[config.mk]
export PLATFORM = sky130hd
export DESIGN_NAME = mux4_rr_arbiter
export DESIGN_NICKNAME = d
export VERILOG_FILES = /design/src/rtl/mux4_rr_arbiter.sv
export SDC_FILE = /design/constraint.sdc
export NUM_CORES = 1
export LEC_CHECK = 0
export ABC_CLOCK_PERIOD_IN_PS = 2180
export CORE_ASPECT_RATIO = 0.6
export CORE_MARGIN = 4
export CORE_UTILIZATION = 36
export DETAILED_ROUTE_END_ITERATION = 10
export GPL_TIMING_DRIVEN = 0
export HOLD_SLACK_MARGIN = 0.06
export PLACE_DENSITY = 0.74
export SLEW_MARGIN = 20
export SYNTH_ARGS = -nofsm -noshare
export SYNTH_HDL_FRONTEND = slang
export SYNTH_SLANG_ARGS = --single-unit
[constraint.sdc]
create_clock -name clk -period 2.18 [get_ports clk]
set_clock_uncertainty 0.15 [all_clocks]
set_input_delay 0.327 -clock clk [delete_from_list [all_inputs] [get_ports clk]]
set_output_delay 0.327 -clock clk [all_outputs]
set_load 0.05 [all_outputs]
[src/rtl/mux4_rr_arbiter.sv]
// mux4_rr_arbiter
//   Round-robin arbiter sharing one N-bit registered result path between four
//   requesters (A=0, B=1, C=2, D=3). The winner's operand is captured into y,
//   and its index is presented as the {s1,s0} select encoding of the 4-input mux.
//   The output register uses a valid/ready handshake. Back-to-back captures give
//   one operand per clock.
//
// Ports
//   clk      in   rising-edge clock
//   rst_n    in   asynchronous active-low reset
//   req      in   [3:0] request level per source, held until acked
//   A,B,C,D  in   [N-1:0] source operands
//   ack      out  [3:0] one-hot, one-cycle pulse: that source was captured
//   s1,s0    out  registered select of the current grant
//   y        out  [N-1:0] registered selected operand
//   y_valid  out  y holds an unconsumed operand
//   y_ready  in   downstream accepts y when high with y_valid
//   busy     out  high while holding an operand
module mux4_rr_arbiter #(
  parameter int N = 4
) (
  input  logic         clk,
  input  logic         rst_n,
  input  logic [3:0]   req,
  input  logic [N-1:0] A,
  input  logic [N-1:0] B,
  input  logic [N-1:0] C,
  input  logic [N-1:0] D,
  output logic [3:0]   ack,
  output logic         s1,
  output logic         s0,
  output logic [N-1:0] y,
  output logic         y_valid,
  input  logic         y_ready,
  output logic         busy
);

  typedef enum logic {IDLE, HOLD} state_t;

  state_t       state_q, state_d;
  logic [1:0]   ptr_q, ptr_d;
  logic [1:0]   sel_q, sel_d;
  logic [N-1:0] y_q, y_d;
  logic [3:0]   ack_q, ack_d;

  logic [3:0]   elig;
  logic [1:0]   grant;
  logic [1:0]   idx;
  logic         any_elig;
  logic         capture;
  logic [N-1:0] operand;

  // A source acked this cycle is masked so a requester that drops req one
  // cycle late is never granted twice.
  assign elig = req & ~ack_q;

  // Search upward from ptr, wrapping 3->0; first eligible index wins.
  always_comb begin
    grant    = '0;
    any_elig = 1'b0;
    idx      = '0;
    for (int unsigned i = 0; i < 4; i++) begin
      idx = ptr_q + 2'(i);
      if (!any_elig && elig[idx]) begin
        grant    = idx;
        any_elig = 1'b1;
      end
    end
  end

  always_comb begin
    case (grant)
      2'd0:    operand = A;
      2'd1:    operand = B;
      2'd2:    operand = C;
      default: operand = D;
    endcase
  end

  always_comb begin
    state_d = state_q;
    capture = 1'b0;
    case (state_q)
      IDLE: begin
        if (any_elig) begin
          capture = 1'b1;
          state_d = HOLD;
        end
      end
      HOLD: begin
        // Only a transfer edge frees the register; a new capture on the same
        // edge keeps the pipe full.
        if (y_ready) begin
          if (any_elig) capture = 1'b1;
          else          state_d = IDLE;
        end
      end
      default: state_d = IDLE;
    endcase

    y_d   = capture ? operand : y_q;
    sel_d = capture ? grant : sel_q;
    ptr_d = capture ? grant + 2'd1 : ptr_q;
    ack_d = capture ? (4'b0001 << grant) : '0;
  end

  always_ff @(posedge clk or negedge rst_n) begin
    if (!rst_n) begin
      state_q <= IDLE;
      ptr_q   <= '0;
      sel_q   <= '0;
      y_q     <= '0;
      ack_q   <= '0;
    end else begin
      state_q <= state_d;
      ptr_q   <= ptr_d;
      sel_q   <= sel_d;
      y_q     <= y_d;
      ack_q   <= ack_d;
    end
  end

  assign y       = y_q;
  assign s1      = sel_q[1];
  assign s0      = sel_q[0];
  assign ack     = ack_q;
  assign y_valid = (state_q == HOLD);
  assign busy    = (state_q == HOLD);

endmodule

# [After elaboration in Yosys (flattened, before gate mapping)]
# Cells that the tools add are included.
# W data, S select, Z words.
[totals] romBits=0 mem_bits_rw=0 regBits=13 latchBits=0 mem_count=0 output_inout_bits=12
[op_classes] shift=1 n_div=0 n_mul=0 n_reduce_logical=7 n_bitwise=3 magnitude_cmp=4 mux=23 eq_ne=2 n_addsub=4
[op_table] op="$lt A2 B3 Y1 const B" count=4
[op_table] op="$pmux W4 S3" count=1
[op_table] op="$mux W1" count=11
[op_table] op="$bmux W1 S2" count=4
[op_table] op="$mux W2" count=4
[op_table] op="$add A2 B1 Y2 const B" count=2
[op_table] op="$add A2 B2 Y2 const B" count=2
[op_table] op="$and A4 B4 Y4" count=1
[op_table] op="$mux W4" count=1
[op_table] op="$not A4 Y4" count=1
[op_table] op="$pmux W1 S2" count=2
[op_table] op="$shl A1 B2 Y4 const A" count=1
[op_table] op="$logic_and A1 B1 Y1" count=3
[op_table] op="$logic_not A1 Y1" count=3
[op_table] op="$eq A2 B1 Y1 const B" count=1
[op_table] op="$eq A2 B2 Y1 const B" count=1
[op_table] op="$logic_not A2 Y1" count=1
[op_table] op="$not A1 Y1" count=1

# [Longest topological paths before layout]
# Gate-level depths: netlist of run 1.
[logic_depth] depth_word=18 ltp_mapped=8

# [Worst setup path after synthesis of run 1]
# Ideal clock, no wire load.
[synth_timing] kind="flip-flop to flip-flop" start="register ack_q[2] (netlist: ack[2])" end="register y_q[1] (netlist: y[1])" path_stages_with_launch=9 setup_time_ns=0.125 synth_period_minus_slack_ns=2.547 t_arrival_ns=2.272 slack_ns=-0.367 required_ns=1.905 path_cell_list="dfrtp_1 nor2b_1 a22oi_1 o211ai_1 or2_2 ha_1 a222oi_1 o21ai_0 mux2_4"
[synth_via] elab_chain_cells=17
[synth_lines] element="start: declaration" line_no="44" rtl="logic [3:0] ack_q, ack_d;"
[synth_lines] element="start signal: assignment" line_no="119" rtl="ack_q <= ack_d;"
[synth_lines] element="$not A4 Y4 *" line_no="55" rtl="assign elig = req & ~ack_q;"
[synth_lines] element="$and A4 B4 Y4 *" line_no="55"
[synth_lines] element="$bmux W1 S2" line_no="64" rtl="if (!any_elig && elig[idx]) begin"
[synth_lines] element="$mux W1 (not written as such)" line_no="64"
[synth_lines] element="$mux W1" line_no="64"
[synth_lines] element="$logic_not A1 Y1" line_no="64"
[synth_lines] element="$logic_and A1 B1 Y1" line_no="64"
[synth_lines] element="$mux W1" line_no="64"
[synth_lines] element="$logic_not A1 Y1" line_no="64"
[synth_lines] element="$logic_and A1 B1 Y1" line_no="64"
[synth_lines] element="$mux W1" line_no="64"
[synth_lines] element="$logic_not A1 Y1" line_no="64"
[synth_lines] element="$logic_and A1 B1 Y1" line_no="64"
[synth_lines] element="$mux W1" line_no="64"
[synth_lines] element="$mux W1" line_no="85, 94"
[synth_lines] element="$mux W1" line_no="93" rtl="if (y_ready) begin"
[synth_lines] element="$pmux W1 S2" line_no="83" rtl="case (state_q)"
[synth_lines] element="end signal: assignment" line_no="118" rtl="y_q <= y_d;"
[synth_lines] element="end: declaration" line_no="43" rtl="logic [N-1:0] y_q, y_d;"
# Every way passes the cells marked *; elsewhere a longest branch is shown, timed or not. The select of a mux whose other input is x is not followed.
# A chain may end at the register's enable or synchronous reset.

# [Worst setup path after layout of run 1]
[layout_timing] start="register ptr_q[1]" end="register y_q[3] (netlist: y[3])"
[layout_via] elab_chain_cells=15
[layout_lines] element="start: declaration" line_no="41" rtl="logic [1:0] ptr_q, ptr_d;"
[layout_lines] element="start signal: assignment" line_no="116" rtl="ptr_q <= ptr_d;"
[layout_lines] element="parallel branches: the longest is 15 deep, another holds $add A2 B1 Y2"
# Parallel ways; which one is timed is not known. The select of a mux whose other input is x is not followed.

==> results.tsv, run 1 <==
metric	value	unit
post-synthesis simple-gate area fraction	18.0	%
Syn Nets	99	
H-tree level count	1	
Synth top cells by count	13 x dfrtp_1, 6 x inv_1, 5 x ha_1, 5 x o21ai_0	
clock power share	8.0	%
Initial Util	39.9	%
main combinational cell family by area after synthesis	simple AND/OR/NAND/NOR gates	
headroom to the max-slew limit	59.0	%
Routed WL per cell	15.6	µm
Final nets	144	
critical path class	reg2reg	
gr ovfl total	0	
share of layout cells above drive strength 1	31.3	%
post-synthesis adder-cell area fraction	8.03	%
switching power of the nets	0.000883	W
Die H	44.0	µm
asr flop ratio synth	100	%
area of the multi-input gates	490	µm²
internal power	0.00102	W
CTS Sinks	13	
Post-Synth XOR/XNOR Area	0	%
max-cap violations	0	
row count	12	
Final Cycle Share	107	%
clock-pin transition on the worst setup and hold timing paths	0.08	ns
multiplexer area fraction after synthesis	12.5	%
status	finished with violations	
IO Pins	35	
DP Wirelength	1.70	mm
# setup viols final	4	
leakage power	0.579	nW
Clock Latency Late Sink	0.27	ns
switching fraction of total power	46.5	%
area fraction in compound gates after synthesis	14.4	%
critical path data arrival time	2.34	ns
hold_buf cts	0	
violated checks	setup timing	
DP Worst Slack	-0.683	ns
die area	0.00300	mm²
Register Area	332	µm²
Tmin final	2.33	ns
Synth Flop Type	dfrtp_1	
r2r setup slk	-0.15	ns
largest area contributor in the netlist	dfrtp_1	
combinational share of power	68.7	%
most frequent cell after synthesis	dfrtp_1	
Routed WL	2.24	mm
post-synthesis area per instance	11.0	µm²
DR pass1 iterations	4	
Synth Warn #	0	
Syn Inst Count	71	
vias in the first global route	775	
All-Layer GR Usage	16.5	%
EDFF count, synth	0	
crit path cell chain	nor2b_4, a22oi_2, o211ai_1, or2_4, ha_4, a222oi_1, o21ai_1, mux2_4	
remaining antenna violation count	0	
Placer Congestion	0.701	
core area	0.00195	mm²
RSZ-0062 raised after global routing	true	
synth unique cells	25	
clk buf depth	2	
Area growth syn-to-layout	67.4	%
Setup crit start kind	flop	
WHS	0.277	ns
Inserted Clock Buffers	3	
Worst Max-Slew Pin Slew	0.612	ns
Synth area leaders	dfrtp_1 42%, ha_1 8.0%, mux2_4 5.8%	
Setup WS post-layout	-0.147	ns
drt drc	0	
power density over cell area	1460	mW/mm²
Port-buffer cells	34	
min-delay worst type	in2async	
VDD IR max	0.670	mV
drt via density	4.91	
placed cells	133	
DIE WIDTH	68.1	µm
post-synthesis sequential area ratio	41.7	%
CP required	2.20	ns
Netlist Area Pre-Place	779	µm²
antenna cells	0	
final instance count without filler cells	143	
Hold Vio Cnt, Final	0	
Synth top area share	41.7	%
largest net degree at the start of global routing	14	
via count	702	
CTS tree	done	
final slew viol count	0	
Worst Path Max Fanout	5	
initial antenna violation count	0	
CP Capture Type	flop	
register share of total power	23.3	%
max frequency	430	MHz
# fillers	164	
DR iter-0 viols	27	
slowest CP cell	dfrtp_1	
clock root buffer	clkbuf_4	
count of state elements after synthesis	13	
CP peak stage delay	0.42	ns
first-pass GRT wire length	3.64	mm
## state kept, by name, indices dropped and copies added, names as in the netlist
signal	flops
ptr_q	2
y	4
sel_q	2
busy	1
ack	4
## routing by layer
layer | vias to the layer above | track usage (%) | routed length (µm)
met5 | - | 0 | 0
met4 | 0 | 4.35 | 14
met3 | 2 | 6.85 | 178
met2 | 32 | 27.0 | 1080
met1 | 324 | 20.1 | 965
li1 | 344 | - | -
## placed cells by master (no fill, tap or decap), types with 2 or more instances in the layout
master            n
ha_4              2
dlygate4sd2_1     4
and2_1            4
dfrtp_1           8
a21oi_1           2
nor2b_4           4
inv_1             6
mux2_4            4
dfrtp_2           5
o21ai_1           4
clkbuf_4          3
nand2b_1          2
mux2i_1           3
buf_4             7
a222oi_1          4
ha_1              2
nand2_1           4
clkdlybuf4s50_1  30
## power groups by stage
stage / Sequential [W] / Combinational, W / Clock, W
6_report: 0.000443 / 0.00130 / 0.000151
5_1_grt: 0.000460 / 0.00140 / 0.000168
4_1_cts: 0.000441 / 0.00131 / 0.000155
3_5_place_dp: 0.000438 / 0.00114 / 0
3_3_place_gp: 0.000430 / 0.00111 / 0
2_1_floorplan: 0.000710 / 0.000512 / 0
## worst paths after layout
kind,start,end,cells after the start
hold / removal,rst_n,y[2],1
max in group asynchronous,rst_n,ack[3],1
setup / recovery,ptr_q[1],y[3],8
hold reg to reg,y[1],y[1],1
min in group clk,y[1],y[1],1
setup reg to reg,ptr_q[1],y[3],8
## cell families after synthesis
kind of cell	count (synthesis)
buffers and inverters	8
AOI/OAI and AO/OA	16
muxes	8
adders and majority gates	5
and+or+nand+nor	21
DFF	13
## worst max-delay path, delay by kind of cell, from the launching register on
kind                       cells  cell delay (ns)
and+or+nand+nor                2             0.44
muxes                          1             0.27
AOI/OAI and AO/OA              4             0.75
adders and majority gates      1             0.18
DFF                            1             0.42
## per-stage QoR
stage	utilization [%]	total power, W	instance area [µm²]	setup TNS (ns)
5_1_grt	66.9	0.00203	1310	-1.07
2_1_floorplan	-	0.00122	813	-0.462
6_report	66.9	0.00190	1310	-0.535
3_3_place_gp	60.9	0.00154	1190	-2.65
4_1_cts	66.7	0.00190	1300	-0.588
3_5_place_dp	60.9	0.00157	1190	-3.04
## final cells by class
class                   instances  area share, %
repair buffers                 40           29.1
well taps                      28           2.68
flip-flops and latches         13           25.4
plain buffers                   2           1.44
multi-input cells              50           37.6
clock buffers                   4           2.01
inverters                       6           1.73
## timing repair
item | CTS | global route
setup endpoints to repair | 4 | 4
gates resized for setup | 18 | 1
setup buffers | 6 | 0
pin swaps | 11 | 6
Power figures use the tool's default switching activity.
==> run 2: changes to the inputs <==
Settings changed: ABC_CLOCK_PERIOD_IN_PS 2180 to 2300, CORE_ASPECT_RATIO 0.6 to default, CORE_UTILIZATION 36 to 40, PLACE_DENSITY 0.74 to 0.77.
Clock period 2.18 ns to 2.3 ns, I/O delays scaled along.
==> run 2 against run 1 <==
Effect of this change:
- non-clock buffer count rose by 3
- design area rose by 1.2%
- global-route usage rose by 1.1 points
- register-to-register slack improved by 0.14 ns
- flip-flop and latch count did not move
- highest routed layer unchanged
- maximum frequency rose by 0.96%
- largest cell class unchanged
- the flow still finishes with violations (setup timing)
- clock-buffer cell count did not move
- core utilization rose by 7.2 points
- total power fell by 3.6%
- critical path depth did not move
==> results.tsv, run 2 (same netlist as run 1, synthesis figures left out) <==
metric	value	unit
combinational share of power	69.1	%
remaining antenna violation count	0	
first-pass GRT wire length	3.48	mm
Final Core Density	74.1	%
violated checks	setup timing	
headroom to the max-slew limit	60.3	%
register share of total power	23.1	%
DR iter-0 viols	26	
antenna cells	0	
CTS tree	done	
# fillers	127	
clock root buffer	clkbuf_4	
DP Wirelength	1.52	mm
# setup viols final	1	
CP required	2.31	ns
gr ovfl total	0	
Setup WS post-layout	-0.00477	ns
final instance count without filler cells	143	
Register Area	332	µm²
All-Layer GR Usage	17.6	%
max-cap violations	0	
drt via density	5.03	
most frequent cells in the layout	30 x clkdlybuf4s50_1, 10 x buf_4, 8 x dfrtp_1	
DP Worst Slack	-0.567	ns
Tmin final	2.30	ns
max frequency	434	MHz
Routed WL per cell	14.6	µm
via count	719	
IO Pins	35	
CTS Sinks	13	
core area	0.00178	mm²
Placer Congestion	0.650	
share of layout cells above drive strength 1	32.2	%
leakage power	0.593	nW
die area	0.00272	mm²
Area growth syn-to-layout	69.5	%
setup TNS	-0.00477	ns
clock-pin transition on the worst setup and hold timing paths	0.08	ns
Port-buffer cells	34	
vias in the first global route	734	
critical path data arrival time	2.32	ns
placed cells	130	
critical path class	reg2reg	
most common cell after layout, fill and taps aside	clkdlybuf4s50_1	
Final Cycle Share	100	%
DR pass1 iterations	4	
Worst Path Max Fanout	5	
row count	15	
RSZ-0062 raised after global routing	true	
DIE WIDTH	52.1	µm
status	finished with violations	
power density over cell area	1390	mW/mm²
H-tree level count	1	
Setup crit start kind	flop	
Initial Util	43.7	%
initial antenna violation count	0	
min-delay worst type	in2async	
VDD IR max	0.981	mV
internal power	0.000997	W
largest net degree at the start of global routing	14	
Hold Vio Cnt, Final	0	
clock power share	7.7	%
Tot Pwr	0.00183	W
area of the multi-input gates	488	µm²
Clock Latency Late Sink	0.28	ns
Inserted Clock Buffers	3	
drt drc	0	
switching fraction of total power	45.5	%
Routed WL	2.08	mm
switching power of the nets	0.000833	W
CP Capture Type	flop	
final slew viol count	0	
Final nets	147	
Die H	52.1	µm
Worst Max-Slew Pin Slew	0.594	ns
clk buf depth	2	
-- run 2: area by class of cell --
class                   instances  share of cell area [%]
plain buffers                   2                    1.42
flip-flops and latches         13                    25.1
clock buffers                   4                    1.99
inverters                       6                    1.70
well taps                      25                    2.37
repair buffers                 43                    30.5
multi-input cells              50                    36.9
-- run 2: repair_timing --
action                     in CTS  in global routing
gates resized for setup        12                  6
setup buffers                   7                  2
setup endpoints to repair       4                  4
gates cloned                    0                  0
pin swaps                       7                  8
hold buffers                    0                  0
-- run 2: power groups by stage --
stage | Combinational (W) | Sequential (W) | Clock [W]
finish | 0.00127 | 0.000423 | 0.000142
global route | 0.00137 | 0.000440 | 0.000160
CTS | 0.00121 | 0.000416 | 0.000146
detailed placement | 0.00106 | 0.000412 | 0
global placement | 0.00104 | 0.000406 | 0
floorplan | 0.000486 | 0.000673 | 0
-- run 2: worst max-delay path, stage by stage (launching register included) --
cell and delay [ns]:
dfrtp_2 0.43, nand2b_4 0.15, a22oi_2 0.14, o211ai_1 0.13, or2_4 0.28, ha_4 0.18
a222oi_1 0.37, o21ai_1 0.10, mux2_4 0.26
-- run 2: final timing paths --
path	startpoint	endpoint	slack, ns	cells past startpoint
worst max register to register	ack[1]	y[0]	-0.005	8
worst min-delay path	rst_n	y[3]	0.29	1
worst max-delay path	ack[1]	y[0]	-0.005	8
worst min register to register	y[0]	y[0]	0.37	1
min in group clk	y[0]	y[0]	0.37	1
max in group asynchronous	rst_n	ack[1]	1.29	1
-- run 2: metrics by stage --
step	instance area, µm²	hold WS [ns]
2_1_floorplan	813	-0.101
3_3_place_gp	1180	0.349
4_1_cts	1300	0.300
6_report	1320	0.290
5_1_grt	1320	0.327
3_5_place_dp	1180	0.348
-- run 2: layer usage --
layer / global-route usage [%] / part of all wire [%]
met3: 3.72 / 8.0
met2: 29.1 / 46
met1: 21.4 / 44
met5: 0 / 0
met4: 8.94 / 2.1
==> run 3: changes to the inputs <==
Settings changed: CORE_MARGIN 4 to 5, CORE_UTILIZATION 40 to 42, CTS_BUF_LIST from default to sky130_fd_sc_hd__clkbuf_4, PLACE_DENSITY 0.77 to 0.81, SLEW_MARGIN 20 to 0.
==> run 3 against run 2 <==
Effect of this change:
- the run now ends clean
- first-iteration DRC count shrank 35%
- flip-flop and latch count is the same
- global-route usage shrank 0.19 points
- critical path type unchanged
- core utilization grew 1.2 points
- routed wire length shrank 0.72%
- clock power is essentially flat
- sequential share of layout area is essentially flat
- design area shrank 0.47%
- largest cell class unchanged
==> results.tsv, run 3 (same netlist as run 1, synthesis figures left out) <==
metric	value	unit
most frequent cells in the layout	30 x clkdlybuf4s50_1, 9 x dfrtp_1, 8 x buf_4	
clk buf depth	2	
clock-pin transition on the worst setup and hold timing paths	0.08	ns
# setup viols final	0	
Placer Congestion	0.666	
Worst Max-Slew Pin Slew	0.623	ns
via count	703	
vias in the first global route	754	
max frequency	437	MHz
r2r setup slk	0.01	ns
gr ovfl total	0	
drt drc	0	
Final nets	145	
Setup crit start kind	flop	
placed cells	130	
internal power	0.000979	W
Tmin final	2.29	ns
CP Capture Type	flop	
core area	0.00175	mm²
Final Core Density	75.3	%
Final Cycle Share	99.4	%
most common cell after layout, fill and taps aside	clkdlybuf4s50_1	
clock power share	7.9	%
H-tree level count	1	
DIE WIDTH	53.1	µm
VDD IR max	0.998	mV
reg2reg start	ptr_q[1]	
power density over cell area	1390	mW/mm²
largest net degree at the start of global routing	14	
die area	0.00282	mm²
hold_buf cts	0	
final slew viol count	0	
DR iter-0 viols	17	
critical path class	reg2reg	
Final Cell Area	0.00132	mm²
# fillers	123	
first-pass GRT wire length	3.46	mm
IO Pins	35	
switching fraction of total power	46.4	%
CP required	2.32	ns
Placed Instance Area	0.00118	mm²
worst r2r dst	y[0]	
remaining antenna violation count	0	
Routed WL per cell	14.7	µm
CTS tree	done	
drt via density	4.99	
headroom to the max-slew limit	58.3	%
share of layout cells above drive strength 1	31.9	%
antenna cells	0	
Hold Vio Cnt, Final	0	
Port-buffer cells	34	
Clock Latency Late Sink	0.28	ns
R2R depth	8	
min-delay worst type	in2async	
critical path data arrival time	2.31	ns
Area growth syn-to-layout	68.7	%
initial antenna violation count	0	
Initial Util	44.7	%
register share of total power	22.6	%
RSZ-0062 raised after global routing	true	
max-cap violations	0	
leakage power	0.584	nW
DR pass1 iterations	4	
All-Layer GR Usage	17.4	%
switching power of the nets	0.000846	W
CTS Sinks	13	
status	completed	
Worst Path Max Fanout	5	
final instance count without filler cells	141	
combinational share of power	69.5	%
Inserted Clock Buffers	3	
clock root buffer	clkbuf_4	
Crit. Startpoint	ptr_q[1]	
DP Wirelength	1.43	mm
row count	15	
Routed WL	2.07	mm
Die H	53.1	µm
## run 3: critical path, cell delays in order (launching register included)
cell	delay (ns)
dfrtp_1	0.42
buf_4	0.15
a22oi_2	0.14
o211ai_1	0.16
or2_4	0.29
ha_4	0.18
a222oi_1	0.33
o21ai_1	0.10
mux2_4	0.26
## run 3: layout make-up
type | count | area, µm² | area share (%)
inverters | 6 | 22.5 | 1.71
clock buffers | 3 | 22.5 | 1.71
clock inverters | 1 | 5.00 | 0.381
multi-input cells | 50 | 497 | 37.8
well taps | 25 | 31.3 | 2.38
repair buffers | 41 | 388 | 29.5
flip-flops and latches | 13 | 330 | 25.1
plain buffers | 2 | 18.8 | 1.43
## run 3: worst max path at each step
stage	to	slack (ns)	cells past startpoint
after floorplan	y[1]	0.003	8
after global routing	y[3]	-0.07	9
after CTS	y[1]	0.002	8
after global placement	y[0]	-0.47	9
after detailed placement	y[0]	-0.50	9
final	y[0]	0.01	8
## run 3: timing repair
item,4_1_cts,5_1_grt
setup endpoints to repair,4,4
buffers inserted,7,0
pin swaps,7,8
gates resized for setup,13,5
gates cloned,0,0
## run 3: routing by layer
| metal | wire (µm) | share of wire [%] | vias to the layer above | global-route usage, % |
|---|---|---|---|---|
| met5 | 0 | 0 | - | 0 |
| li1 | - | - | 342 | - |
| met4 | 48 | 2.3 | 0 | 8.94 |
| met1 | 858 | 41 | 326 | 20.6 |
| met2 | 999 | 48 | 31 | 29.3 |
| met3 | 161 | 7.8 | 4 | 3.66 |
## run 3: power groups by stage
stage / Clock, W / Combinational, W / Sequential [W]
floorplan: 0 / 0.000486 / 0.000673
global placement: 0 / 0.00104 / 0.000403
detailed placement: 0 / 0.00106 / 0.000408
CTS: 0.000151 / 0.00121 / 0.000408
global route: 0.000167 / 0.00135 / 0.000426
finish: 0.000145 / 0.00127 / 0.000412
## run 3: stage by stage
step	setup TNS, ns	total power (W)	setup slack, ns	hold slack (ns)
after global placement	-1.82	0.00145	-0.475	0.342
after CTS	0	0.00177	0.00220	0.321
after detailed placement	-1.98	0.00147	-0.501	0.348
final	0	0.00183	0.0128	0.291
after floorplan	0	0.00116	0.00304	-0.101
after global routing	-0.246	0.00194	-0.0735	0.345
